<file path="config.mk">
export PLATFORM = sky130hd
export DESIGN_NAME = sd_sector_sched
export DESIGN_NICKNAME = d
export VERILOG_FILES = /design/src/rtl/sd_sched_pkg.sv /design/src/rtl/sd_sector_sched_rr_arb2.sv /design/src/rtl/sd_sector_sched.sv
export SDC_FILE = /design/constraint.sdc
export NUM_CORES = 1
export LEC_CHECK = 0
export CORE_UTILIZATION = 54
export CTS_CLUSTER_SIZE = 24
export DETAILED_ROUTE_END_ITERATION = 8
export GPL_TIMING_DRIVEN = 1
export PLACE_DENSITY = 0.95
export SLEW_MARGIN = 30
export SYNTH_ARGS = -nofsm -noshare
export SYNTH_HDL_FRONTEND = slang
export SYNTH_SLANG_ARGS = --single-unit
</file>
<file path="constraint.sdc">
create_clock -name clk_sys -period 10.8 [get_ports clk_sys]
set_input_delay 1.62 -clock clk_sys [delete_from_list [all_inputs] [get_ports clk_sys]]
set_output_delay 1.62 -clock clk_sys [all_outputs]
set_load 0.005 [all_outputs]
</file>
<file path="src/rtl/sd_sched_pkg.sv">
// rtl/sd_sched_pkg.sv - shared types and constants for the SD sector scheduler
// Purpose: state enum, error codes and sector geometry used by sd_sector_sched.
// Ports: none (package).
package sd_sched_pkg;

    typedef enum logic [2:0] {
        ST_IDLE,
        ST_CHECK,
        ST_ISSUE,
        ST_XFER,
        ST_HOLD,
        ST_FIN
    } sd_state_e;

    localparam logic [1:0] ERR_NONE    = 2'd0;
    localparam logic [1:0] ERR_ARG     = 2'd1;
    localparam logic [1:0] ERR_RANGE   = 2'd2;
    localparam logic [1:0] ERR_TIMEOUT = 2'd3;

    localparam int SECTOR_SHIFT = 9;

    // True when the sector lies inside the mounted image (img_size in bytes).
    function automatic logic lba_in_range(input logic [31:0] lba, input logic [63:0] img_size);
        logic [63:0] sectors;
        sectors = img_size >> SECTOR_SHIFT;
        return {32'd0, lba} < sectors;
    endfunction

endpackage

</file>
<file path="src/rtl/sd_sector_sched_rr_arb2.sv">
// rtl/sd_sector_sched_rr_arb2.sv - two-input round-robin arbiter
// Purpose: one-hot grant between two requesters; the last winner loses ties.
// Ports:
//   clk_sys, reset : clock and asynchronous active-high reset
//   req[1:0]       : request levels
//   en             : commit strobe; the last-winner register updates when set
//   gnt[1:0]       : combinational one-hot grant (0 when no request)
module rr_arb2 (
    input  logic       clk_sys,
    input  logic       reset,
    input  logic [1:0] req,
    input  logic       en,
    output logic [1:0] gnt
);

    // last_q = 1 means requester 1 won most recently, so requester 0 wins ties.
    logic last_q;
    logic last_d;

    always_comb begin
        gnt = req;
        if (req == 2'b11) begin
            gnt = last_q ? 2'b01 : 2'b10;
        end
        last_d = last_q;
        if (en && (req != 2'b00)) begin
            last_d = gnt[1];
        end
    end

    always_ff @(posedge clk_sys or posedge reset) begin
        if (reset) begin
            last_q <= 1'b1;
        end else begin
            last_q <= last_d;
        end
    end

endmodule

</file>
<file path="src/rtl/sd_sector_sched.sv">
// rtl/sd_sector_sched.sv - multi-sector SD read scheduler between two requesters and hps_io
// Purpose: arbitrates requesters, issues sd_rd per sector with auto LBA increment,
//          paces sectors against the single sector buffer, range-checks and times out.
// Ports:
//   clk_sys, reset           : clock, asynchronous active-high reset
//   req, req_lba0/1, req_cnt0/1 : requester levels, start LBA and sector count
//   sec_taken                : granted requester consumed the buffer
//   img_size                 : mounted image size in bytes
//   gnt, busy                : one-hot grant and active flag
//   sec_ready, done, err     : one-cycle status pulses
//   err_code                 : last error, held until the next grant
//   sd_lba, sd_rd, sd_ack    : hps_io block-read handshake
module sd_sector_sched
    import sd_sched_pkg::*;
#(
    parameter int TIMEOUT_W = 24
) (
    input  logic        clk_sys,
    input  logic        reset,
    input  logic [1:0]  req,
    input  logic [31:0] req_lba0,
    input  logic [31:0] req_lba1,
    input  logic [7:0]  req_cnt0,
    input  logic [7:0]  req_cnt1,
    input  logic        sec_taken,
    input  logic [63:0] img_size,
    output logic [1:0]  gnt,
    output logic        sec_ready,
    output logic        done,
    output logic        err,
    output logic [1:0]  err_code,
    output logic        busy,
    output logic [31:0] sd_lba,
    output logic        sd_rd,
    input  logic        sd_ack
);

    localparam logic [TIMEOUT_W-1:0] TMO_ONE = {{(TIMEOUT_W-1){1'b0}}, 1'b1};

    sd_state_e            state_q, state_d;
    logic [1:0]           gnt_q, gnt_d;
    logic                 busy_q, busy_d;
    logic [31:0]          lba_q, lba_d;
    logic [7:0]           cnt_q, cnt_d;
    logic [TIMEOUT_W-1:0] tmo_q, tmo_d;
    logic                 sd_rd_q, sd_rd_d;
    logic [31:0]          sd_lba_q, sd_lba_d;
    logic                 sec_ready_q, sec_ready_d;
    logic                 done_q, done_d;
    logic                 err_q, err_d;
    logic [1:0]           err_code_q, err_code_d;

    logic                 arb_en;
    logic [1:0]           arb_gnt;
    logic                 fail;
    logic [1:0]           fail_code;

    rr_arb2 u_arb (
        .clk_sys (clk_sys),
        .reset   (reset),
        .req     (req),
        .en      (arb_en),
        .gnt     (arb_gnt)
    );

    always_comb begin
        state_d     = state_q;
        gnt_d       = gnt_q;
        busy_d      = busy_q;
        lba_d       = lba_q;
        cnt_d       = cnt_q;
        tmo_d       = tmo_q;
        sd_rd_d     = sd_rd_q;
        sd_lba_d    = sd_lba_q;
        sec_ready_d = 1'b0;
        done_d      = 1'b0;
        err_d       = 1'b0;
        err_code_d  = err_code_q;
        arb_en      = 1'b0;
        fail        = 1'b0;
        fail_code   = ERR_NONE;

        case (state_q)
            ST_IDLE: begin
                if (req != 2'b00) begin
                    arb_en     = 1'b1;
                    gnt_d      = arb_gnt;
                    busy_d     = 1'b1;
                    lba_d      = arb_gnt[1] ? req_lba1 : req_lba0;
                    cnt_d      = arb_gnt[1] ? req_cnt1 : req_cnt0;
                    err_code_d = ERR_NONE;
                    state_d    = ST_CHECK;
                end
            end
            ST_CHECK: begin
                if ((img_size == 64'd0) || (cnt_q == 8'd0)) begin
                    fail      = 1'b1;
                    fail_code = ERR_ARG;
                end else if (!lba_in_range(lba_q, img_size)) begin
                    fail      = 1'b1;
                    fail_code = ERR_RANGE;
                end else begin
                    state_d  = ST_ISSUE;
                    sd_rd_d  = 1'b1;
                    sd_lba_d = lba_q;
                    tmo_d    = '0;
                end
            end
            ST_ISSUE: begin
                if (sd_ack) begin
                    sd_rd_d = 1'b0;
                    tmo_d   = '0;
                    state_d = ST_XFER;
                end else begin
                    tmo_d = tmo_q + TMO_ONE;
                    if (&tmo_d) begin
                        fail      = 1'b1;
                        fail_code = ERR_TIMEOUT;
                    end
                end
            end
            ST_XFER: begin
                if (!sd_ack) begin
                    sec_ready_d = 1'b1;
                    cnt_d       = cnt_q - 8'd1;
                    lba_d       = lba_q + 32'd1;
                    state_d     = ST_HOLD;
                end else begin
                    tmo_d = tmo_q + TMO_ONE;
                    if (&tmo_d) begin
                        fail      = 1'b1;
                        fail_code = ERR_TIMEOUT;
                    end
                end
            end
            ST_HOLD: begin
                // Next sector is issued only once the buffer has been drained.
                if (sec_taken) begin
                    if (cnt_q == 8'd0) begin
                        state_d = ST_FIN;
                    end else if (!lba_in_range(lba_q, img_size)) begin
                        fail      = 1'b1;
                        fail_code = ERR_RANGE;
                    end else begin
                        state_d  = ST_ISSUE;
                        sd_rd_d  = 1'b1;
                        sd_lba_d = lba_q;
                        tmo_d    = '0;
                    end
                end
            end
            ST_FIN: begin
                done_d  = 1'b1;
                gnt_d   = 2'b00;
                busy_d  = 1'b0;
                state_d = ST_IDLE;
            end
            default: begin
                state_d = ST_IDLE;
            end
        endcase

        if (fail) begin
            err_d      = 1'b1;
            err_code_d = fail_code;
            sd_rd_d    = 1'b0;
            gnt_d      = 2'b00;
            busy_d     = 1'b0;
            state_d    = ST_IDLE;
        end
    end

    always_ff @(posedge clk_sys or posedge reset) begin
        if (reset) begin
            state_q     <= ST_IDLE;
            gnt_q       <= 2'b00;
            busy_q      <= 1'b0;
            lba_q       <= 32'd0;
            cnt_q       <= 8'd0;
            tmo_q       <= '0;
            sd_rd_q     <= 1'b0;
            sd_lba_q    <= 32'd0;
            sec_ready_q <= 1'b0;
            done_q      <= 1'b0;
            err_q       <= 1'b0;
            err_code_q  <= ERR_NONE;
        end else begin
            state_q     <= state_d;
            gnt_q       <= gnt_d;
            busy_q      <= busy_d;
            lba_q       <= lba_d;
            cnt_q       <= cnt_d;
            tmo_q       <= tmo_d;
            sd_rd_q     <= sd_rd_d;
            sd_lba_q    <= sd_lba_d;
            sec_ready_q <= sec_ready_d;
            done_q      <= done_d;
            err_q       <= err_d;
            err_code_q  <= err_code_d;
        end
    end

    assign gnt       = gnt_q;
    assign busy      = busy_q;
    assign sd_rd     = sd_rd_q;
    assign sd_lba    = sd_lba_q;
    assign sec_ready = sec_ready_q;
    assign done      = done_q;
    assign err       = err_q;
    assign err_code  = err_code_q;

endmodule
</file>
**Word-level counts from Yosys, hierarchy flattened**

Cells that the tools add are included.

- Bits in registers: 109
- Bits of input ports: 150
- Output and inout bits: 41
- Logic and storage cells: 125

- Add/subtract/negate cells: 3
- Order comparisons: 1
- Equality and inequality tests: 18
- Muxes and demuxes: 69
- Reductions and logical operators: 21

Operator list:

| cell | number |
|---|---|
| $mux W32 | 7 |
| $mux W24 | 6 |
| $pmux W32 S2 | 2 |
| $pmux W24 S4 | 1 |
| $logic_not A64 Y1 | 1 |
| $lt A32 B55 Y1 | 1 |
| $add A32 B1 Y32 const B | 1 |
| $mux W2 | 14 |
| $add A24 B1 Y24 const B | 1 |
| $mux W3 | 8 |
| $mux W8 | 3 |
| $reduce_and A24 Y1 | 1 |
| $mux W1 | 21 |
| $ne A3 B3 Y1 const B | 6 |
| $pmux W8 S2 | 1 |
| $pmux W3 S5 | 1 |
| $reduce_and A5 Y1 | 3 |
| $ne A2 B2 Y1 const B | 6 |
| $reduce_bool A2 Y1 | 5 |
| $logic_not A8 Y1 | 1 |
| $pmux W2 S4 | 1 |
| $reduce_bool A4 Y1 | 2 |
| $sub A8 B1 Y8 const B | 1 |
| $eq A3 B2 Y1 const B | 2 |
| other kinds (14) | 16 |

**Longest topological paths before layout**

- Word-level depth: 7
- Mapped depth: 11
- Gate-level depth less buffers: 10

**Cells and area by module**

A second synthesis with hierarchy kept.

- Cell total of the unflattened synthesis: 819
- Area, all modules: 7,327.0 sq um

Modules (own cells, without submodules):

| module | instances | cells each | area an instance (sq um) | sequential area each (sq um) |
|---|---|---|---|---|
| sd_sector_sched | 1 | 812 | 7,267.0 | 2,702.6 |
| rr_arb2 | 1 | 7 | 60.1 | 26.3 |

**Worst setup path before layout**

No wires, ideal clock.

- Kind: in2reg
- Start point: input img_size[30]
- End point: register sd_lba_q[10], in the netlist sd_lba[10]
- Library setup time: 125 ps
- Arrival: 3,521 ps
- Required time: 10,675 ps
- Path slack: 7,154 ps
- Cell stages on the path: 10
- Buffers on the path: 2
- Path through: inv_1 -> ha_1 -> nand4_2 -> nor4_2 -> nand2_1 -> o2111a_2 -> o22ai_4 -> buf_6 -> buf_12 -> mux2_4

- Word-level cells in the longest chain between the ends: 5
- Elaborated cells on any way between the ends: 10
- Those cells by class: order compare: 1; eq/ne: 1; mux: 5; reduce/logical: 3

RTL lines:

| element | RTL line | RTL |
|---|---|---|
| from (decl) | sd_sector_sched.sv:26 | `input logic [63:0] img_size,` |
| $lt A32 B55 Y1 | sd_sched_pkg.sv:26 | `return {32'd0, lba} < sectors;` |
| $mux W32 (3 in a row) | n/a |  |
| $pmux W32 S2 | n/a |  |
| to (signal assigned) | sd_sector_sched.sv:195 | `sd_lba_q <= sd_lba_d;` |
| to (decl) | sd_sector_sched.sv:47 | `logic [31:0] sd_lba_q, sd_lba_d;` |

Parallel ways exist; a longest one is shown, timed or not. The select of a mux whose other input is x is not followed.
A chain may end at the register's enable or synchronous reset.

**Final worst setup path**

- Start point: input img_size[30]
- End point: register sd_lba_q[26], in the netlist sd_lba[26]

Same word-level chain as after synthesis.

==> flow_summary.toml <==
[power]
powerDensity_mw_per_mm2 = 236
seqPwrFrac_pct = 33.8
p_sw_share_pct = 43.1
leakagePower_nw = 4.10
pwr-share-comb_pct = 51.7
internal_power_mw = 1.28
ir_worst_vdd_uv = 152
p_clk_share_pct = 14.5
power_switching_mw = 0.969

[hold_path]
min_from = "sd_lba[22]"
holdPathStages = 1
hold_path.class = "reg2reg"
min_to = "sd_lba[22]"

[timing]
finClkSkew_ns = 0.0146
period_needed_ns = 4.27
setup_viol = 0
tns_ns = 0
maxSlewHeadroom_pct = 46.7
fin_ws_ns = 6.53
fmax_mhz = 234
slew_viol_final = 0
timing.final.crit_share_pct = 39.5
rsz0062_at_grt = "no"
worstMarginPinSlew_ns = 0.799
final_hold_viol_count = 0

[yosys]
yosysTopAreaCell = "dfrtp_1"
synth.yosys.seq_area_share_pct = 37.4
synthFlopType = "dfrtp_1"
syn_area_mm2 = 0.00730
ys_top_cells_by_area = "dfrtp_1 37%, nand2_1 7.4%, a21oi_1 6.6%"
synth-seq-cells = 109
synthArstFlopShare_pct = 100
synth_edf_count = 0
synth_cells = 873
syn_nets = 1059
synth_top_area_share_pct = 37.0
yosysWarnings = 0
synth_cell_types = 76
avgSynthCellArea_um2 = 8.36

[placed_design]
place_inst = 1199
dpl_worst_slack_ns = 6.20
port_buffers = 190
place.gp.congestion = 0.918
hpwl_um = 15900
dpl_cell_area_mm2 = 0.00925

[die]
ios = 191
num_rows = 42
initial_core_util_pct = 55.3
die_area_mm2 = 0.0140
die_y_um = 118
fp.dieW_um = 118
core-area_mm2 = 0.0132

[final_layout]
fillers = 907
nets = 1220
post-route-cell-area_mm2 = 0.00954
drive_gt1_share_pct = 7.80
diodes = 0
instances_no_fill = 1215
utilization_pct = 72.3
area_growth_pct = 30.7

[detailed_routing]
via_count = 7456
dr.pass1.iters = 5
wl_um = 22000
ant_nets = 0
route.detailed.drc = 0
via_per_inst = 6.14
drt_iter0_markers = 729
post_drt_wl_per_cell_um = 18.1

[setup_path]
start_kind = "input pin"
path_class = "in2reg"
r2r_start = "lba_q[21]"
reg2reg_depth = 8
path_max_fanout = 38
cp-end-kind = "register"
critical_path_arrival_ns = 4.52
reg2reg_slack_ns = 7.83
worstReg2RegEnd = "sd_lba[26]"
required_ns = 11.05

[global_routing]
track_usage_pct = 31.8
globalRouteOverflowTotal = 0
grt_max_degree = 63
first_global_vias = 7256
grt_first_pass_wirelength_um = 35500
grt_antenna_before_repair = 0

[cts]
cts.path.max_buffers = 2
cts_tree = "built"
cts_resized = 0
cts_max_level = 3
cts_hold_buffers = 0
postCtsSetupBuffers = 0
cts_sinks = 109
clk_pin_slew_ns = 0.08
clockRootBuffer = "clkbuf_16"
cts_buffers = 9
clk-insertion-delay-late_ns = 0.36

[job]
timing.max_cap.violations = 0

[status]
status = "finished, final reports clean"
## layout by cell type, fill, tap and decap left out, types with 15 or more instances in the layout
cell / count
a21oi_1: 96
and3_1: 18
clkdlybuf4s50_1: 190
dfrtp_1: 108
ha_1: 36
inv_1: 43
mux2_2: 17
nand2_1: 142
nand3_1: 56
nand4_1: 15
nor2_1: 56
nor4_1: 20
o21ai_0: 56
## critical path, stage by stage
cell             delay [ns]
clkdlybuf4s50_1        0.49
inv_1                  0.05
ha_1                   0.34
nand4_2                0.15
nor4_2                 0.36
nand2_1                0.10
o2111a_2               0.30
o22ai_4                0.17
buf_4                  0.52
mux2_2                 0.41
## metrics by stage
stage	hold WS [ns]	total power, mW
finish	0.510	2.25
CTS	0.509	2.24
detailed placement	0.477	1.90
floorplan	0.469	1.49
global placement	0.469	1.85
global route	0.516	2.40
## cell usage after synthesis, types with 3 or more instances
library cell,number
nor3b_1,4
mux2_4,12
nand3_1,56
ha_1,36
and3_1,18
nand3b_1,3
a31oi_1,13
a22oi_1,3
o211ai_1,5
and4_1,3
buf_2,13
a41oi_1,12
o31ai_1,3
a21o_1,3
nand4_1,15
o211a_1,3
nor4_1,20
a32oi_1,5
xnor2_1,4
o21ai_0,56
nor2_1,58
o22a_1,7
a21oi_1,96
a211o_1,5
and4_4,3
xor2_1,3
dfrtp_1,108
inv_1,44
nor2b_1,5
and2_1,4
mux2_2,17
nor3_1,12
nand2_1,143
clkbuf_1,29
## layout make-up
type                    instances  area, µm²  share of cell area (%)
inverters                      44        168                    1.76
well taps                     176        220                    2.31
multi-input cells             672       4170                    43.8
flip-flops and latches        109       2730                    28.6
repair buffers                198       1960                    20.6
clock buffers                  11        243                    2.55
clock inverters                 5       42.5                   0.446
## power by group through the flow
stage                     Sequential [mW]  Clock [mW]  Combinational (mW)
after floorplan                     0.702           0               0.784
after CTS                           0.755       0.329                1.15
after global placement              0.750           0                1.10
final                               0.761       0.326                1.16
after detailed placement            0.760           0                1.14
after global routing                0.783       0.343                1.28
## cells by family after synthesis
group	synth area share (%)
AO/OA/AOI/OAI	20.3
XOR/XNOR	0.840
multiplexers	5.37
flip-flops	37.4
AND/OR/NAND/NOR	24.4
adder cells (fa/ha/maj)	6.17
buffers and inverters	5.55
## worst max-delay path by stage
| stage | slack [ns] | endpoint | start | cells past startpoint |
|---|---|---|---|---|
| 3_5_place_dp | 6.20 | sd_lba[16] | img_size[25] | 10 |
| 4_1_cts | 6.57 | sd_lba[16] | img_size[25] | 10 |
| 5_1_grt | 6.39 | sd_lba[26] | img_size[39] | 10 |
| 3_3_place_gp | 6.31 | sd_lba[12] | img_size[30] | 10 |
| 2_1_floorplan | 6.31 | busy | reset | 1 |
| 6_report | 6.53 | sd_lba[26] | img_size[30] | 10 |
## sequential cells by signal, indices dropped and copies added, names as in the netlist, 2 cells and up
| signal | cells |
|---|---|
| err_code | 2 |
| state_q | 3 |
| sd_lba | 32 |
| lba_q | 32 |
| gnt | 2 |
| cnt_q | 8 |
| tmo_q | 24 |
## routing by layer
| layer | track usage [%] | routed length (µm) |
|---|---|---|
| met1 | 39.0 | 8750 |
| met2 | 54.0 | 10800 |
| met3 | 7.14 | 1810 |
| met4 | 13.1 | 636 |
| met5 | 0 | 0 |
No activity file was read; power rests on OpenSTA's default activity.
